## config.mk

```make
export PLATFORM = sky130hd
export DESIGN_NAME = apb_timer_periph
export DESIGN_NICKNAME = d
export VERILOG_FILES = /design/src/rtl/apb_timer_periph.sv
export SDC_FILE = /design/constraint.sdc
export NUM_CORES = 1
export LEC_CHECK = 0
export ABC_AREA = 1
export BUFFER_PORTS_ARGS = -buffer_cell sky130_fd_sc_hd__buf_2
export CAP_MARGIN = 20
export CORE_UTILIZATION = 53
export DETAILED_ROUTE_END_ITERATION = 16
export PLACE_DENSITY_LB_ADDON = 0.05
export SYNTH_ARGS = -nofsm -noshare
export SYNTH_HDL_FRONTEND = slang
export SYNTH_SLANG_ARGS = --single-unit
export TNS_END_PERCENT = 30
```

## constraint.sdc

```tcl
create_clock -name PCLK -period 3.7 [get_ports PCLK]
set_input_delay 0.37 -clock PCLK [delete_from_list [all_inputs] [get_ports PCLK]]
set_output_delay 0.37 -clock PCLK [all_outputs]
set_load 0.02 [all_outputs]
```

## src/rtl/apb_timer_periph.sv

```systemverilog
// rtl/apb_timer_periph.sv - APB timer: prescaled 32-bit up-counter with auto-reload compare and match interrupt
module apb_timer_periph #(
    parameter int CNT_WIDTH = 32,
    parameter int PSC_WIDTH = 16
) (
    input  logic        PCLK,
    input  logic        PRESET,
    input  logic [31:0] PADDR,
    input  logic        PWRITE,
    input  logic        PENABLE,
    input  logic [31:0] PWDATA,
    input  logic        PSEL,
    output logic [31:0] PRDATA,
    output logic        PREADY,
    output logic        timer_irq
);

    typedef enum logic {IDLE, ACK} state_t;

    state_t                 state;
    state_t                 state_next;
    logic                   en;
    logic                   opm;
    logic                   ie;
    logic                   mf;
    logic [CNT_WIDTH-1:0]   tcnt;
    logic [CNT_WIDTH-1:0]   arr;
    logic [PSC_WIDTH-1:0]   psc;
    logic [PSC_WIDTH-1:0]   psc_cnt;
    logic [31:0]            rdata_mux;
    logic [2:0]             reg_sel;
    logic                   setup_done;
    logic                   wr_en;
    logic                   wr_tcr;
    logic                   wr_psc;
    logic                   wr_arr;
    logic                   wr_tsr;
    logic                   clr;
    logic                   tick;
    logic                   match;
    logic                   unused_addr;

    assign unused_addr = ^{PADDR[31:5], PADDR[1:0]};

    always_ff @(posedge PCLK or posedge PRESET) begin
        if (PRESET) begin
            state <= IDLE;
        end else begin
            state <= state_next;
        end
    end

    always_comb begin
        state_next = state;
        PREADY     = 1'b0;
        case (state)
            IDLE: begin
                if (PSEL && PENABLE) begin
                    state_next = ACK;
                end
            end
            ACK: begin
                PREADY     = 1'b1;
                state_next = IDLE;
            end
            default: state_next = IDLE;
        endcase
    end

    // Writes commit at the end of the ACK cycle, and only if the master still holds the access.
    assign reg_sel    = PADDR[4:2];
    assign setup_done = (state == IDLE) && PSEL && PENABLE;
    assign wr_en      = (state == ACK) && PSEL && PENABLE && PWRITE;
    assign wr_tcr     = wr_en && (reg_sel == 3'd0);
    assign wr_psc     = wr_en && (reg_sel == 3'd2);
    assign wr_arr     = wr_en && (reg_sel == 3'd3);
    assign wr_tsr     = wr_en && (reg_sel == 3'd4);
    assign clr        = wr_tcr && PWDATA[1];

    // A CLR write swallows any tick on the same edge.
    assign tick  = en && (psc_cnt == psc) && !clr;
    assign match = tick && (tcnt == arr);

    always_ff @(posedge PCLK or posedge PRESET) begin
        if (PRESET) begin
            psc_cnt <= '0;
            tcnt    <= '0;
        end else if (clr) begin
            psc_cnt <= '0;
            tcnt    <= '0;
        end else if (en) begin
            if (tick) begin
                psc_cnt <= '0;
                tcnt    <= match ? '0 : tcnt + CNT_WIDTH'(1);
            end else begin
                psc_cnt <= psc_cnt + PSC_WIDTH'(1);
            end
        end
    end

    always_ff @(posedge PCLK or posedge PRESET) begin
        if (PRESET) begin
            en  <= 1'b0;
            opm <= 1'b0;
            ie  <= 1'b0;
            mf  <= 1'b0;
            psc <= '0;
            arr <= '0;
        end else begin
            if (wr_tcr) begin
                en  <= PWDATA[0];
                opm <= PWDATA[2];
                ie  <= PWDATA[3];
            end else if (match && opm) begin
                en  <= 1'b0;
            end
            if (match) begin
                mf <= 1'b1;
            end else if (wr_tsr && PWDATA[0]) begin
                mf <= 1'b0;
            end
            if (wr_psc) begin
                psc <= PWDATA[PSC_WIDTH-1:0];
            end
            if (wr_arr) begin
                arr <= PWDATA[CNT_WIDTH-1:0];
            end
        end
    end

    always_comb begin
        rdata_mux = 32'd0;
        case (reg_sel)
            3'd0:    rdata_mux = {28'd0, ie, opm, 1'b0, en};
            3'd1:    rdata_mux = 32'(tcnt);
            3'd2:    rdata_mux = 32'(psc);
            3'd3:    rdata_mux = 32'(arr);
            3'd4:    rdata_mux = {31'd0, mf};
            default: rdata_mux = 32'd0;
        endcase
    end

    always_ff @(posedge PCLK or posedge PRESET) begin
        if (PRESET) begin
            PRDATA <= 32'd0;
        end else if (setup_done) begin
            PRDATA <= PWRITE ? 32'd0 : rdata_mux;
        end
    end

    assign timer_irq = mf & ie;

endmodule

```

[After elaboration in Yosys (flattened, before gate mapping)]
Index checks and enable logic that the tools add are counted.
Operators by class
  $add $sub $neg: 2
  equal/unequal tests: 6
  multiplexer cells: 16
  bitwise logic cells: 2
  reduce and logical (&&, ||, !) cells: 23
Operators with widths (number)
  $mux W32: 5
  $pmux W32 S5: 1
  $mux W16: 3
  $add A32 B1 Y32 const B: 1
  $eq A32 B32 Y1: 1
  $add A16 B1 Y16 const B: 1
  $eq A16 B16 Y1: 1
  $logic_and A1 B1 Y1: 16
  $reduce_bool A2 Y1: 4
  $eq A3 B2 Y1 const B: 2
  $mux W1: 6
  $eq A3 B1 Y1 const B: 1
  $eq A3 B3 Y1 const B: 1
  $logic_not A3 Y1: 1
  $pmux W1 S2: 1
  $reduce_and A2 Y1: 1
  $and A1 B1 Y1: 1
  $logic_not A1 Y1: 1
  $not A1 Y1: 1
Storage, ports and cells
  register bits: 133
  input bits: 69
  output and inout bits: 34
  logic and storage cells: 59

[Depth between registers and ports, before layout]
Gate-level depths: netlist of run 1.
  depth in word-level cells: 12
  mapped depth: 13
  gate-level depth less buffers: 11

[Least setup slack after synthesis of run 1]
No wires, ideal clock.
  path type: reg2reg
  start point: reg state
  end point: reg psc_cnt[6]
  setup time: 0.121 ns
  data arrival time: 1.514 ns
  required time: 3.579 ns
  slack: 2.065 ns
  stages on the path, launching flop included: 9
  buffers on the path: 0
  clock period less this slack: 1.635 ns
  cells stage by stage: dfrtp_1 > nand4_2 > nor2_4 > nand2_2 > nand2_2 > nand2_1 > nor2_1 > xor2_1 > nor2_1
On the way
  longest elaborated chain between the ends: 10
  elaborated cells between the ends (all ways): 11
  classes of those cells: mux (3); reduce/logical (8)
Ends and longest elaborated chain
  start: declaration: RTL line 20  | state_t state;
  start signal: assignment: RTL line 49  | state <= state_next;
  $logic_and A1 B1 Y1 (*) (3 in a row): RTL line 73  | assign wr_en = (state == ACK) && PSEL && PENABLE && PWRITE;
  $logic_and A1 B1 Y1 (*): RTL line 74  | assign wr_tcr = wr_en && (reg_sel == 3'd0);
  $logic_and A1 B1 Y1 (*): RTL line 78  | assign clr = wr_tcr && PWDATA[1];
  $logic_not A1 Y1: RTL line 81  | assign tick = en && (psc_cnt == psc) && !clr;
  $logic_and A1 B1 Y1: RTL line 81
  $mux W16: RTL line 92  | if (tick) begin
  $mux W16: RTL line 91  | end else if (en) begin
  $mux W16: RTL line 88  | end else if (clr) begin
  end signal: assignment: RTL line 96  | psc_cnt <= psc_cnt + PSC_WIDTH'(1);
  end: declaration: RTL line 29  | logic [PSC_WIDTH-1:0] psc_cnt;
Every way passes the cells marked *; elsewhere a longest branch is shown, timed or not. The select of a mux whose other input is x is not followed.
A chain may end at the register's enable or synchronous reset.

[Worst setup path in the final report of run 1]
  start point: reg psc[12]
  end point: reg tcnt[25]
On the way
  longest elaborated chain between the ends: 8
  elaborated cells between the ends (all ways): 10
  classes of those cells: eq/ne (1); mux (4); reduce/logical (5)
Ends and longest elaborated chain
  start: declaration: RTL line 28  | logic [PSC_WIDTH-1:0] psc;
  start signal: assignment: RTL line 123  | psc <= PWDATA[PSC_WIDTH-1:0];
  $eq A16 B16 Y1 (*): RTL line 81
  $logic_and A1 B1 Y1 (*) (2 in a row): RTL line 81
  $logic_and A1 B1 Y1: RTL line 82  | assign match = tick && (tcnt == arr);
  $mux W32: RTL line 94  | tcnt <= match ? '0 : tcnt + CNT_WIDTH'(1);
  $mux W32: RTL line 92
  $mux W32: RTL line 91
  $mux W32: RTL line 88
  end signal: assignment: RTL line 94
  end: declaration: RTL line 26  | logic [CNT_WIDTH-1:0] tcnt;
Marked as above.

==> metrics.md, run 1 <==
| Metric | Value |
|---|---|
| Outcome | complete, no violations |
| DRC | 0 |
| Critical Path Slowest Stage Cell | nand2_1 |
| Area leader, netlist | dfrtp_1 |
| Clk_lat worst skew | 0.44 ns |
| Initial antenna violation count | 0 |
| Avg WL per Cell | 15.3 um |
| Leak | 4.29 nW |
| Net count reported at finish | 1211 |
| Slew @ Worst Pin | 1.04 ns |
| Core area | 0.0140 sq mm |
| Place WS | 1.13 ns |
| Post-cts sizing count | 0 |
| Largest net degree at the start of global routing | 90 |
| Ports | 103 |
| Crit Path Max Fanout | 33 |
| Most instantiated library cell after synthesis | nand2_1 |
| CTS tree | done |
| Worst setup EP type | register |
| Final RePlAce weighted congestion | 0.928 |
| Post-synth EDFFs | 0 |
| Critical path class | register to register |
| Share of cells above drive strength 1 | 13.0% |
| Post-route clock period utilization | 64.6% |
| Worst path max stage delay | 0.50 ns |
| Post-synth top flop | dfrtp_1 |
| #FFs+latches synth | 133 |
| Post-route cell area | 0.00877 sq mm |
| Vias | 7160 |
| Hold_buf cts | 0 |
| Clk sinks | 133 |
| RSZ-0062 raised after global routing | false |
| CP Cell Sequence | inv_1 > nand2_1 > nand2_1 > nor2_1 > nand2_1 > nor2_2 > nand3_2 > nand2_1 > inv_2 > nand2_1 > o21ai_0 |
| Post-CTS Setup Bufs | 0 |
| CTS root buffer | clkbuf_16 |
| Die H | 122 um |
| Tot GR Track Use | 29.4% |
| Avg Cell Area, Syn | 7.11 sq um |
| FF+latch area | 0.00333 sq mm |
| Number of distinct library cells after synthesis | 35 |
| Buf+Inv Stages, Crit Path | 2 |
| PortBufs | 73 |
| First-pass GRT wire length | 33400 um |
| Final slew viol count | 0 |
| Worst Hold Slack | 0.0609 ns |
| Mux contribution to synthesized area | 0% |
| Ys Warns | 0 |
| Placed instance area | 0.00814 sq mm |
| Reg clk slew, reported paths | 0.06 ns |
| CTS Buf Count | 17 |
| Peak supply drop | 0.000512 V |
| Die area | 0.0150 sq mm |
| Mapped cell area | 0.00768 sq mm |
| Worst Hold Class | input port to asynchronous set/reset pin |
| CTS max path bufs | 2 |
| Largest family of logic cells by synthesized area | simple AND/OR/NAND/NOR gates |
| Clock skew | 0.00998 ns |
| Gate Count Post-Synth | 1080 |
| CP required | 4.00 ns |
| Synth area leaders | dfrtp_1 43%, nand2_1 16%, inv_1 6.6% |
| Routed Antenna Nets | 0 |
| Pwr Density | 484 mW/mm^2 |
| Share of the synthesized area in the top cell type | 43.3% |
| Antenna cells | 0 |
| Max-slew headroom | 30.6% |
| Syn Nets | 1151 |
| Synth-to-Final Area Change | 14.3% |
| Area of the multi-input gates | 0.00360 sq mm |
| Initial Util | 54.9% |
| Post-detail-place hpwl | 14800 um |
| Routed wire length | 20400 um |
| Critical path arrival | 2.69 ns |
| H-Tree Level Count | 4 |
| Min cycle time layout | 2.39 ns |
| Die X | 122 um |
| Maxcap violations | 0 |
| Fmax | 0.419 GHz |
| Synth Area in Compound Gates | 14.3% |
| Setup TNS | 0 ns |
| Setup-failing EPs final | 0 |
| Top cells by count, synth | 335 x nand2_1, 136 x inv_1, 133 x dfrtp_1 |
| Grt ovf | 0 |
| First-pass DRT Iterations | 5 |
| Critical Path Source Type | register |
| XOR/XNOR Fraction of Synth Area | 3.54% |
| Fill cells | 1313 |
| Setup WS post-layout | 1.31 ns |
| Seq/Total Area, Yosys | 43.3% |
| Vias/cell | 5.37 |
| Simple-gate area share of the yosys netlist | 28.8% |
| Number of global-route vias before repair | 6866 |
| CP most frequent cell | nand2_1 |
| Post-synthesis async set-or-reset flop share | 100% |
| Top delay family on crit path | simple AND/OR/NAND/NOR gates |
| Initial drt markers | 550 |
| Final Hold Vio Count | 0 |
| Synth Area in Adders | 0.326% |
| Rows | 43 |
final cells by class:
class / instances / share of cell area (%)
clock inverter: 12 / 2.02
inverter: 142 / 6.12
timing repair buffer: 82 / 5.08
multi-input combinational: 764 / 41.1
tap: 180 / 2.57
clock buffer: 20 / 5.20
sequential: 133 / 37.9
registers in the layout, indices dropped and copies added, names as in the netlist, 16 cells and up:
register	count
psc_cnt	16
PRDATA	32
psc	16
tcnt	32
arr	32
worst paths after layout:
check,end,cells after the start,slack (ns),start
setup / recovery,tcnt[25]$_DFFE_PP0P_,11,1.31,psc[12]$_DFFE_PP0P_
hold / removal,tcnt[12]$_DFFE_PP0P_,3,0.06,PRESET
setup reg to reg,tcnt[25]$_DFFE_PP0P_,11,1.31,psc[12]$_DFFE_PP0P_
hold reg to reg,PRDATA[21]$_DFFE_PP0P_,2,0.50,PRDATA[21]$_DFFE_PP0P_
max in group asynchronous,arr[21]$_DFFE_PP0P_,3,3.16,PRESET
min in group PCLK,en$_DFFE_PP0P_,3,0.15,PWDATA[0]
metrics by stage:
| stage | power [mW] | instances | util [%] |
|---|---|---|---|
| finish | 4.24 | 1333 | 62.7 |
| global route | 4.46 | 1333 | 62.7 |
| CTS | 4.26 | 1333 | 62.7 |
| detailed placement | 2.44 | 1301 | 58.2 |
| global placement | 2.43 | 1301 | 58.2 |
| floorplan | 2.25 | 1080 | - |
cells in the final DEF, fill, tap and decap left out, types with 31 or more instances in the layout:
master,count
a21oi_1,35
buf_2,73
dfrtp_1,133
inv_1,135
nand2_1,335
nand3_1,41
nor2_1,106
o21ai_0,96
o22ai_1,33
xor2_1,31
kinds of logic after synthesis:
kind of cell             count (synthesis)
AO/OA/AOI/OAI                          193
XOR/XNOR                                31
adder cells (fa/ha/maj)                  2
AND/OR/NAND/NOR                        538
buffers and inverters                  183
flip-flops                             133
per-layer routing:
metal / vias up / GRT usage (%) / part of all wire (%)
li1: 3565 / - / -
met1: 3364 / 37.1 / 44
met2: 189 / 47.9 / 47
met3: 42 / 6.60 / 5.4
met4: 0 / 13.7 / 3.3
met5: - / 0 / 0
where the power goes:
| part | internal [mW] | switching, mW | total, mW |
|---|---|---|---|
| clock | 1.16 | 0.660 | 1.82 |
| sequential | 1.57 | 0.125 | 1.69 |
| combinational | 0.244 | 0.487 | 0.730 |
tightest hold or removal path: stages:
cell and delay (ns):
buf_2 0.11, clkinvlp_4 0.08, buf_12 0.36
Note: power is estimated with default switching activity, not from simulation.
==> inputs of run 2 (changes only) <==
CORE_UTILIZATION = 58   (was 53)
clock period = 2.4 ns   (was 3.7 ns; I/O delays follow)
==> run 2 against run 1 <==
Global-route usage up 3.6 points. Sequential cell count did not move. Clock skew rose by 0.00065 ns. Core utilization is 7.6 points higher. Non-clock buffer count rose by 8. Routed wire length is 2.1% higher. Via count grew 2.0%. Register-to-register slack got worse by 0.95 ns. Combinational power grew 58%. Setup slack worse by 0.95 ns. First-iteration DRC count grew 25%.
==> metrics.md, run 2 (synthesis gave the netlist of run 1 again) <==
| Metric | Value |
|---|---|
| Worst path max stage delay | 0.46 ns (was 0.50 ns) |
| CTS root buffer | clkbuf_16 (unchanged) |
| Routed Antenna Nets | 0 (unchanged) |
| Leading cell type in the layout, fill and taps excluded | nand2_1 (unchanged) |
| Critical Path Source Type | register (unchanged) |
| Worst setup EP type | register (unchanged) |
| First-pass GRT wire length | 33700 um (was 33400 um) |
| Placed cells | 1299 (was 1301) |
| Critical Path Slowest Stage Cell | dfrtp_1 (was nand2_1) |
| Largest net degree at the start of global routing | 65 (was 90) |
| Tot GR Track Use | 33.0% (was 29.4%) |
| CP Cell Sequence | inv_1 > nand2_1 > nand2_1 > nor2_1 > nand4_1 > nor2_1 > nand2_2 > nand2_4 > o21ai_0 (was inv_1 > nand2_1 > nand2_1 > nor2_1 > nand2_1 > nor2_2 > nand3_2 > nand2_1 > inv_2 > nand2_1 > o21ai_0) |
| Routed wire length | 20800 um (was 20400 um) |
| Ports | 103 (unchanged) |
| Die area | 0.0137 sq mm (was 0.0150 sq mm) |
| Maxcap violations | 0 (unchanged) |
| Final slew viol count | 0 (unchanged) |
| CTS max path bufs | 2 (unchanged) |
| Peak supply drop | 0.000753 V (was 0.000512 V) |
| Buf+Inv Stages, Crit Path | 1 (was 2) |
| Critical path arrival | 2.33 ns (was 2.69 ns) |
| Die X | 117 um (was 122 um) |
| Antenna cells | 0 (unchanged) |
| Fmax | 0.490 GHz (was 0.419 GHz) |
| Slew @ Worst Pin | 0.716 ns (was 1.04 ns) |
| Final Hold Vio Count | 0 (unchanged) |
| Initial drt markers | 685 (was 550) |
| Pwr Density | 780 mW/mm^2 (was 484 mW/mm^2) |
| Die H | 117 um (was 122 um) |
| Clk_lat worst skew | 0.43 ns (was 0.44 ns) |
| Clk sinks | 133 (unchanged) |
| Final RePlAce weighted congestion | 0.900 (was 0.928) |
| H-Tree Level Count | 4 (unchanged) |
| Worst Hold Class | input port to register (was input port to asynchronous set/reset pin) |
| Core area | 0.0128 sq mm (was 0.0140 sq mm) |
| Post-route cell area | 0.00898 sq mm (was 0.00877 sq mm) |
| Grt ovf | 0 (unchanged) |
| PortBufs | 73 (unchanged) |
| CP required | 2.69 ns (was 4.00 ns) |
| Initial antenna violation count | 0 (unchanged) |
| Number of global-route vias before repair | 6956 (was 6866) |
| RSZ-0062 raised after global routing | false (unchanged) |
| Avg WL per Cell | 15.6 um (was 15.3 um) |
| Reg clk slew, reported paths | 0.06 ns (about the same) |
| Min cycle time layout | 2.04 ns (was 2.39 ns) |
| Initial Util | 60.1% (was 54.9%) |
| Synth-to-Final Area Change | 16.9% (was 14.3%) |
| Worst Hold Slack | 0.0239 ns (was 0.0609 ns) |
| Vias | 7305 (was 7160) |
| Setup-failing EPs final | 0 (unchanged) |
| Setup TNS | 0 ns (unchanged) |
| Crit Path Max Fanout | 28 (was 33) |
| Max-slew headroom | 52.2% (was 30.6%) |
| Net count reported at finish | 1219 (was 1211) |
| Fin cells | 1333 (unchanged) |
| Leak | 4.40 nW (was 4.29 nW) |
| Top delay family on crit path | simple AND/OR/NAND/NOR gates (unchanged) |
| Vias/cell | 5.48 (was 5.37) |
| Placed instance area | 0.00821 sq mm (was 0.00814 sq mm) |
| Post-detail-place hpwl | 14900 um (was 14800 um) |
| Clock skew | 0.0106 ns (was 0.00998 ns) |
| First-pass DRT Iterations | 8 (was 5) |
| Commonest cells after routing, fill and taps aside | 335 x nand2_1, 135 x inv_1, 133 x dfrtp_1 (unchanged) |
| Largest regs | PRDATA x32, arr x32, tcnt x32 (unchanged) |
| Post-route clock period utilization | 85.1% (was 64.6%) |
| Critical path class | register to register (unchanged) |
| Outcome | complete, no violations (unchanged) |
| CTS tree | done (unchanged) |
| DRC | 0 (unchanged) |
| CTS Buf Count | 17 (unchanged) |
| Share of cells above drive strength 1 | 13.5% (was 13.0%) |
| Rows | 41 (was 43) |
## run 2: changes by cell type in the layout (fill, tap and decap cells not counted), sizes merged
cell,before,now
buf,82,89
bufinv,4,8
clkinv,5,1
clkinvlp,5,4
dlygate4sd3,0,1
inv,140,141
## run 2: power by group
part	internal [mW]	switching, mW	total [mW]
Clock	2.22	1.02	3.24
Sequential	2.42	0.196	2.61
Combinational	0.391	0.762	1.15
## run 2: per-stage QoR
stage                     utilization [%]  worst slack, ns  power (mW)
final                                70.3            0.358        7.00
after detailed placement             64.3            0.407        3.77
after CTS                            70.1            0.404        7.00
after global placement               64.2            0.341        3.75
after floorplan                         -            0.509        3.47
after global routing                 70.3            0.184        7.30
## run 2: layout make-up
type,count,area [sq um]
Multi-Input combinational cell,764,3600
Sequential cell,133,3330
Clock buffer,20,457
Inverter,142,537
Tap cell,172,215
Fill cell,1050,3790
Clock inverter,12,272
Timing Repair Buffer,90,566
## run 2: final timing paths
path	from	endpoint	slack, ns	cells after the start
min reg2reg	PRDATA[3]$_DFFE_PP0P_	PRDATA[3]$_DFFE_PP0P_	0.50	2
min in group asynchronous	PRESET	tcnt[19]$_DFFE_PP0P_	0.42	3
max reg2reg	tcnt[16]$_DFFE_PP0P_	tcnt[24]$_DFFE_PP0P_	0.36	9
min	PWDATA[0]	en$_DFFE_PP0P_	0.02	3
max in group asynchronous	PRESET	tcnt[29]$_DFFE_PP0P_	1.37	4
max	tcnt[16]$_DFFE_PP0P_	tcnt[24]$_DFFE_PP0P_	0.36	9
## run 2: worst min-delay path, cell delays in order
cell and delay [ns]:
buf_2 0.09, nand2_1 0.04, nand2_1 0.05
## run 2: per-layer routing
layer	GRT usage, %	wire [um]	part of all wire, %
met4	14.8	788	3.8
met3	6.44	1050	5.0
met5	0	0	0
met2	56.4	10200	49
met1	40.8	8830	42
## run 2: timing repair
action	in CTS	in global routing
buffers inserted	0	0
hold buffers	1	0
setup endpoints to repair	0	0
hold endpoints to repair	15	0
resized for setup	0	0
